--- src/rtl/clock_disp_pkg.sv ---
// Shared constants, snapshot type and segment encoder for the clock display scanner.
// Segment vectors are active-low, ordered {g,f,e,d,c,b,a}.
package clock_disp_pkg;

  localparam int unsigned NUM_DIGITS = 6;

  localparam logic [6:0] SEG_0     = 7'b1000000;
  localparam logic [6:0] SEG_1     = 7'b1111001;
  localparam logic [6:0] SEG_2     = 7'b0100100;
  localparam logic [6:0] SEG_3     = 7'b0110000;
  localparam logic [6:0] SEG_4     = 7'b0011001;
  localparam logic [6:0] SEG_5     = 7'b0010010;
  localparam logic [6:0] SEG_6     = 7'b0000010;
  localparam logic [6:0] SEG_7     = 7'b1111000;
  localparam logic [6:0] SEG_8     = 7'b0000000;
  localparam logic [6:0] SEG_9     = 7'b0010000;
  localparam logic [6:0] SEG_BLANK = 7'b1111111;
  localparam logic [6:0] SEG_DASH  = 7'b0111111;

  typedef struct packed {
    logic [5:0] hr;
    logic [5:0] min;
    logic [5:0] sec;
    logic       am_pm;
    logic       am_mode;
  } snap_t;

  function automatic logic [6:0] seg_encode(input logic [3:0] digit);
    logic [6:0] code;
    case (digit)
      4'd0:    code = SEG_0;
      4'd1:    code = SEG_1;
      4'd2:    code = SEG_2;
      4'd3:    code = SEG_3;
      4'd4:    code = SEG_4;
      4'd5:    code = SEG_5;
      4'd6:    code = SEG_6;
      4'd7:    code = SEG_7;
      4'd8:    code = SEG_8;
      4'd9:    code = SEG_9;
      default: code = SEG_BLANK;
    endcase
    return code;
  endfunction

endpackage

--- src/rtl/bin2bcd60.sv ---
// Combinational 6-bit binary to two BCD digits for values 0..59.
// Values above 59 raise invalid; the digit outputs are then meaningless.
module bin2bcd60 (
  input  logic [5:0] val,
  output logic [3:0] tens,
  output logic [3:0] ones,
  output logic       invalid
);

  logic [5:0] base;

  always_comb begin
    tens = 4'd0;
    base = 6'd0;
    if (val >= 6'd60) begin
      tens = 4'd6;
      base = 6'd60;
    end else if (val >= 6'd50) begin
      tens = 4'd5;
      base = 6'd50;
    end else if (val >= 6'd40) begin
      tens = 4'd4;
      base = 6'd40;
    end else if (val >= 6'd30) begin
      tens = 4'd3;
      base = 6'd30;
    end else if (val >= 6'd20) begin
      tens = 4'd2;
      base = 6'd20;
    end else if (val >= 6'd10) begin
      tens = 4'd1;
      base = 6'd10;
    end
    ones    = 4'(val - base);
    invalid = (val > 6'd59);
  end

endmodule

--- src/rtl/clock_display_scanner.sv ---
// Multiplexed 6-digit common-anode display driver for HH MM SS with per-frame snapshot,
// 12-hour leading-zero blanking, blinking colon on even seconds and buzzer flash.
module clock_display_scanner
  import clock_disp_pkg::*;
#(
  parameter int unsigned REFRESH_DIV = 1000,
  parameter int unsigned BLINK_DIV   = 250000
) (
  input  logic       clk,
  input  logic       reset,
  input  logic [5:0] hr,
  input  logic [5:0] min,
  input  logic [5:0] sec,
  input  logic       AM_PM,
  input  logic       AM_mode,
  input  logic       alarm_buzzer,
  input  logic       timer_buzzer,
  output logic [5:0] an,
  output logic [6:0] seg,
  output logic       dp,
  output logic       pm_led
);

  localparam int unsigned RefW = $clog2(REFRESH_DIV);
  localparam int unsigned BlkW = $clog2(BLINK_DIV);
  localparam int unsigned IdxW = $clog2(NUM_DIGITS);

  logic [RefW-1:0] ref_cnt_q, ref_cnt_d;
  logic [BlkW-1:0] blink_cnt_q, blink_cnt_d;
  logic [IdxW-1:0] idx_q, idx_d;
  logic            blink_phase_q, blink_phase_d;
  snap_t           snap_q, snap_d;
  logic [5:0]      an_q, an_d;
  logic [6:0]      seg_q, seg_d;
  logic            dp_q, dp_d;

  logic       ref_wrap, buzz;
  logic [3:0] hr_tens, hr_ones, min_tens, min_ones, sec_tens, sec_ones;
  logic       hr_bad, min_bad, sec_bad;
  logic [3:0] digit;
  logic       field_bad, digit_blank;

  bin2bcd60 u_hr  (.val(snap_q.hr),  .tens(hr_tens),  .ones(hr_ones),  .invalid(hr_bad));
  bin2bcd60 u_min (.val(snap_q.min), .tens(min_tens), .ones(min_ones), .invalid(min_bad));
  bin2bcd60 u_sec (.val(snap_q.sec), .tens(sec_tens), .ones(sec_ones), .invalid(sec_bad));

  assign ref_wrap = (ref_cnt_q == RefW'(REFRESH_DIV - 1));
  assign buzz     = alarm_buzzer | timer_buzzer;

  always_comb begin
    ref_cnt_d = ref_wrap ? '0 : ref_cnt_q + RefW'(1);
    idx_d     = idx_q;
    snap_d    = snap_q;
    if (ref_wrap) begin
      if (idx_q == IdxW'(NUM_DIGITS - 1)) begin
        idx_d  = '0;
        // Latch the whole frame at once so a mid-frame time change cannot tear the display.
        snap_d = '{hr: hr, min: min, sec: sec, am_pm: AM_PM, am_mode: AM_mode};
      end else begin
        idx_d = idx_q + IdxW'(1);
      end
    end
  end

  always_comb begin
    blink_cnt_d   = '0;
    blink_phase_d = 1'b0;
    if (buzz) begin
      blink_phase_d = blink_phase_q;
      if (blink_cnt_q == BlkW'(BLINK_DIV - 1)) begin
        blink_phase_d = ~blink_phase_q;
      end else begin
        blink_cnt_d = blink_cnt_q + BlkW'(1);
      end
    end
  end

  always_comb begin
    digit       = 4'd0;
    field_bad   = 1'b0;
    digit_blank = 1'b0;
    case (idx_q)
      IdxW'(0): begin digit = sec_ones; field_bad = sec_bad; end
      IdxW'(1): begin digit = sec_tens; field_bad = sec_bad; end
      IdxW'(2): begin digit = min_ones; field_bad = min_bad; end
      IdxW'(3): begin digit = min_tens; field_bad = min_bad; end
      IdxW'(4): begin digit = hr_ones;  field_bad = hr_bad;  end
      default: begin
        digit       = hr_tens;
        field_bad   = hr_bad;
        digit_blank = snap_q.am_mode && (hr_tens == 4'd0);
      end
    endcase

    if (field_bad) begin
      seg_d = SEG_DASH;
    end else if (digit_blank) begin
      seg_d = SEG_BLANK;
    end else begin
      seg_d = seg_encode(digit);
    end

    an_d = (buzz && blink_phase_q) ? 6'b111111 : ~(6'b000001 << idx_q);
    dp_d = ~(((idx_q == IdxW'(2)) || (idx_q == IdxW'(4))) && !snap_q.sec[0]);
  end

  always_ff @(posedge clk or posedge reset) begin
    if (reset) begin
      ref_cnt_q     <= '0;
      blink_cnt_q   <= '0;
      idx_q         <= '0;
      blink_phase_q <= 1'b0;
      snap_q        <= '0;
      an_q          <= 6'b111111;
      seg_q         <= SEG_BLANK;
      dp_q          <= 1'b1;
    end else begin
      ref_cnt_q     <= ref_cnt_d;
      blink_cnt_q   <= blink_cnt_d;
      idx_q         <= idx_d;
      blink_phase_q <= blink_phase_d;
      snap_q        <= snap_d;
      an_q          <= an_d;
      seg_q         <= seg_d;
      dp_q          <= dp_d;
    end
  end

  assign an     = an_q;
  assign seg    = seg_q;
  assign dp     = dp_q;
  assign pm_led = snap_q.am_mode & snap_q.am_pm;

endmodule

--- config.mk ---
export PLATFORM = sky130hd
export DESIGN_NAME = clock_display_scanner
export DESIGN_NICKNAME = d
export VERILOG_FILES = /design/src/rtl/clock_disp_pkg.sv /design/src/rtl/bin2bcd60.sv /design/src/rtl/clock_display_scanner.sv
export SDC_FILE = /design/constraint.sdc
export NUM_CORES = 1
export LEC_CHECK = 0
export BUFFER_PORTS_ARGS = -buffer_cell sky130_fd_sc_hd__buf_2
export CAP_MARGIN = 20
export CORE_ASPECT_RATIO = 1.2
export CORE_MARGIN = 5
export CORE_UTILIZATION = 38
export CTS_BUF_LIST = sky130_fd_sc_hd__clkbuf_8
export CTS_CLUSTER_SIZE = 30
export DETAILED_ROUTE_END_ITERATION = 8
export GPL_ROUTABILITY_DRIVEN = 0
export GPL_TIMING_DRIVEN = 0
export HOLD_SLACK_MARGIN = 0.12
export PLACE_DENSITY_LB_ADDON = 0.3
export SLEW_MARGIN = 20
export SYNTH_ARGS = -nofsm -noshare
export SYNTH_HDL_FRONTEND = slang
export SYNTH_SLANG_ARGS = --single-unit
--- constraint.sdc ---
create_clock -name clk -period 6.6 [get_ports clk]
set_input_delay 0 -clock clk [delete_from_list [all_inputs] [get_ports clk]]
set_output_delay 0 -clock clk [all_outputs]
set_load 0.02 [all_outputs]
==> impl_metrics.csv <==
group,metric,value,unit
job,drv_cap,0,
synthesis,yosysUniqueCellTypes,69,
sta,clock_skew,0.0110,ns
synthesis,avgSynthCellArea,9.88,µm²
sta,slew_viol_final,0,
critical_path,cp-start-kind,"flop",
clock_tree,cts-root-buf,"clkbuf_8",
power_and_ir_drop,totalPowerFinal,849,µW
clock_tree,cts_htree_levels,3,
synthesis,netlist_instances,395,
clock_tree,cts_buffer_depth,2,
sta,rsz0062_at_grt,"false",
drt,final_antenna_net_count,0,
clock_tree,clk_transition_reported_paths,0.08,ns
critical_path,endpoint_kind,"flop",
synthesis,yosysSeqAreaShare,0.428,
drt,wl_per_cell,14.3,µm
sta,setup_violations,0,
synthesis,synth-seq-cells,66,
floorplanning,die_h,121,µm
critical_path,critPathArrivalTime,3.65,ns
floorplanning,coreArea,0.0100,mm²
sta,post-route-period-util,0.513,
floorplanning,ios,39,
status,status,"finished clean",
synthesis,ys_async_sr_fraction,1.00,
sta,min_period,3.39,ns
clock_tree,cts_buffers,9,
synthesis,synth.yosys.warnings,0,
sta,worst_pin_slew,0.771,ns
sta,hold_ws,0.184,ns
drt,drcViolationCount,0,
clock_tree,numClockSinks,66,
hold_path,min_path_type,"in -> reg",
global_routing,antenna_found_initial,0,
floorplanning,dieArea,0.0124,mm²
sta,max_freq,295,MHz
global_routing,grt_pass1_vias,3213,
sta,hold_viol,0,
power_and_ir_drop,peakVddDrop,0.114,mV
clock_tree,clk_latency,0.35,ns
power_and_ir_drop,cellLeakagePower,0.00214,µW
synthesis,synth_edf_count,0,
synthesis,synth_area,0.00390,mm²
placement,io_buffers,38,
critical_path,critPathKind,"reg -> reg",
floorplanning,start_util,0.390,
synthesis,ys.flop_type,"dfrtp_1",
drt,viasPerCell,5.13,
drt,dr.pass1.iters,4,
sta,finalSetupTns,0,ns
synthesis,synth_top_cell_area_share,0.334,
synthesis,synth_top_cell_by_area,"dfrtp_1",
synthesis,synthTopCellsByArea,"dfrtp_1 (33%), dfstp_2 (9.4%), xor2_1 (4.7%)",
synthesis,synth.most_common_cell,"dfrtp_1",
critical_path,worstPathMaxFanout,10,
clock_tree,post_cts_buffers,0,
finish,drive_gt1_frac,0.230,
global_routing,grt_max_degree,36,
finish,fin_util,0.472,
global_routing,grt_pass1_wl,14900,µm
sta,relSlewSlack,0.481,
floorplanning,die_x,102,µm
placement,place_hpwl,6280,µm
critical_path,crit_required,6.86,ns
synthesis,synth_commonest_cells,"dfrtp_1 (52), nor2_1 (46), nand2_1 (28)",
power_and_ir_drop,p_per_area,180,mW/mm²
finish,stdcell_area,0.00472,mm²
finish,final_nets,506,
global_routing,track_usage,0.152,
finish,n_antenna_cell,0,
finish,syn_to_final_growth,21.0,%
synthesis,synth_nets,433,
drt,via_count,3073,
global_routing,gr-total-overflow,0,
clock_tree,cts_tree,"yes",
placement,post_dp_cell_area,0.00427,mm²
floorplanning,rows,40,
drt,wirelength,8540,µm
drt,drt_first_iter_violations,84,
-- metal layers --
metal | vias to the layer above | GRT usage | share of wire
met5 | - | 0 | 0
met4 | 0 | 0.0525 | 0.015
met3 | 12 | 0.0345 | 0.035
met2 | 41 | 0.273 | 0.52
met1 | 1497 | 0.174 | 0.42
li1 | 1523 | - | -
-- where the power goes --
group	internal [µW]	total (µW)	switching [µW]
sequential	414	421	7.11
clock	213	380	167
combinational	24.9	48.5	23.7
total	651	849	198
-- logic make-up (layout without fill, tap and decap cells) --
logic type                 after synthesis  after routing  synth area share
buffers and inverters                   38            116            0.0487
DFF                                     66             66             0.428
adders and majority gates               14             14            0.0507
AOI/OAI and AO/OA                       69             69             0.129
and+or+nand+nor                        159            159             0.221
muxes                                   21             21            0.0600
xor gates and xnor gates                28             28            0.0629
-- worst max-delay path, stage by stage (launching register included) --
cell and delay, ns:
dfrtp_1 0.41, buf_2 0.19, mux2_2 0.23, mux2i_1 0.06
a21oi_1 0.27, ha_1 0.20, inv_1 0.05, fa_1 0.48
nor2b_1 0.05, o32a_1 0.31, o22ai_1 0.19, or2_1 0.13
buf_4 0.16, nor2_1 0.05, a32o_1 0.26, o31ai_1 0.26
-- through the flow --
stage	worst slack (ns)	instances
2_1_floorplan	3.58	395
4_1_cts	3.22	599
6_report	3.21	599
5_1_grt	2.92	599
3_3_place_gp	3.28	559
3_5_place_dp	3.23	560
-- final cells by class --
type	instances	area [µm²]
fill	981	5290
multi-input combinational	291	2040
sequential	66	1670
timing repair buffer	62	440
tap	126	158
buffer	22	130
clock buffer	9	124
clock inverter	7	93.8
inverter	16	62.6
-- path summary, 6_finish.rpt --
kind                                               start                         to  slack (ns)  depth (start not counted)
max in group asynchronous                          reset      snap_q[1]$_DFFE_PP0P_        5.88                          4
worst max register to register    snap_q[18]$_DFFE_PP0P_           seg[0]$_DFF_PP1_        3.21                         15
worst max-delay path              snap_q[18]$_DFFE_PP0P_           seg[0]$_DFF_PP1_        3.21                         15
worst min-delay path                        timer_buzzer  blink_cnt_q[17]$_DFF_PP0_        0.18                          3
min in group asynchronous                          reset  blink_phase_q$_DFFE_PP0P_        0.19                          3
worst min register to register  blink_cnt_q[0]$_DFF_PP0_   blink_cnt_q[0]$_DFF_PP0_        0.46                          1
-- registers in the layout, indices dropped and copies added, names as in the netlist --
register	flops
ref_cnt_q	10
blink_cnt_q	18
snap_q	20
seg	7
idx_q	3
dp	1
blink_phase_q	1
an	6
-- cell usage in the layout (no fill, tap or decap), types with 4 or more instances in the layout --
| cell | count |
|---|---|
| nor4b_1 | 4 |
| clkbuf_1 | 5 |
| inv_1 | 14 |
| ha_1 | 11 |
| xnor2_1 | 7 |
| buf_4 | 4 |
| nor2_1 | 46 |
| a211oi_1 | 4 |
| dlygate4sd3_1 | 23 |
| nand2b_1 | 10 |
| xor2_1 | 21 |
| o21ai_1 | 6 |
| a21oi_1 | 7 |
| and2_1 | 7 |
| mux2_1 | 10 |
| dfstp_2 | 14 |
| nand4_1 | 5 |
| mux2_2 | 9 |
| clkbuf_8 | 9 |
| a31oi_1 | 4 |
| nand3_1 | 14 |
| buf_2 | 45 |
| nor2b_1 | 11 |
| nand3b_1 | 6 |
| dfrtp_1 | 52 |
| o21ai_0 | 16 |
| nand2_1 | 28 |
| nor3_1 | 4 |
| and3_1 | 4 |
-- repair_timing --
action	in CTS	in global routing
endpoints found under the setup margin	0	0
endpoints found under the hold margin	87	0
resized for setup	0	0
hold buffers	23	0
No activity file was read; power rests on OpenSTA's default activity.
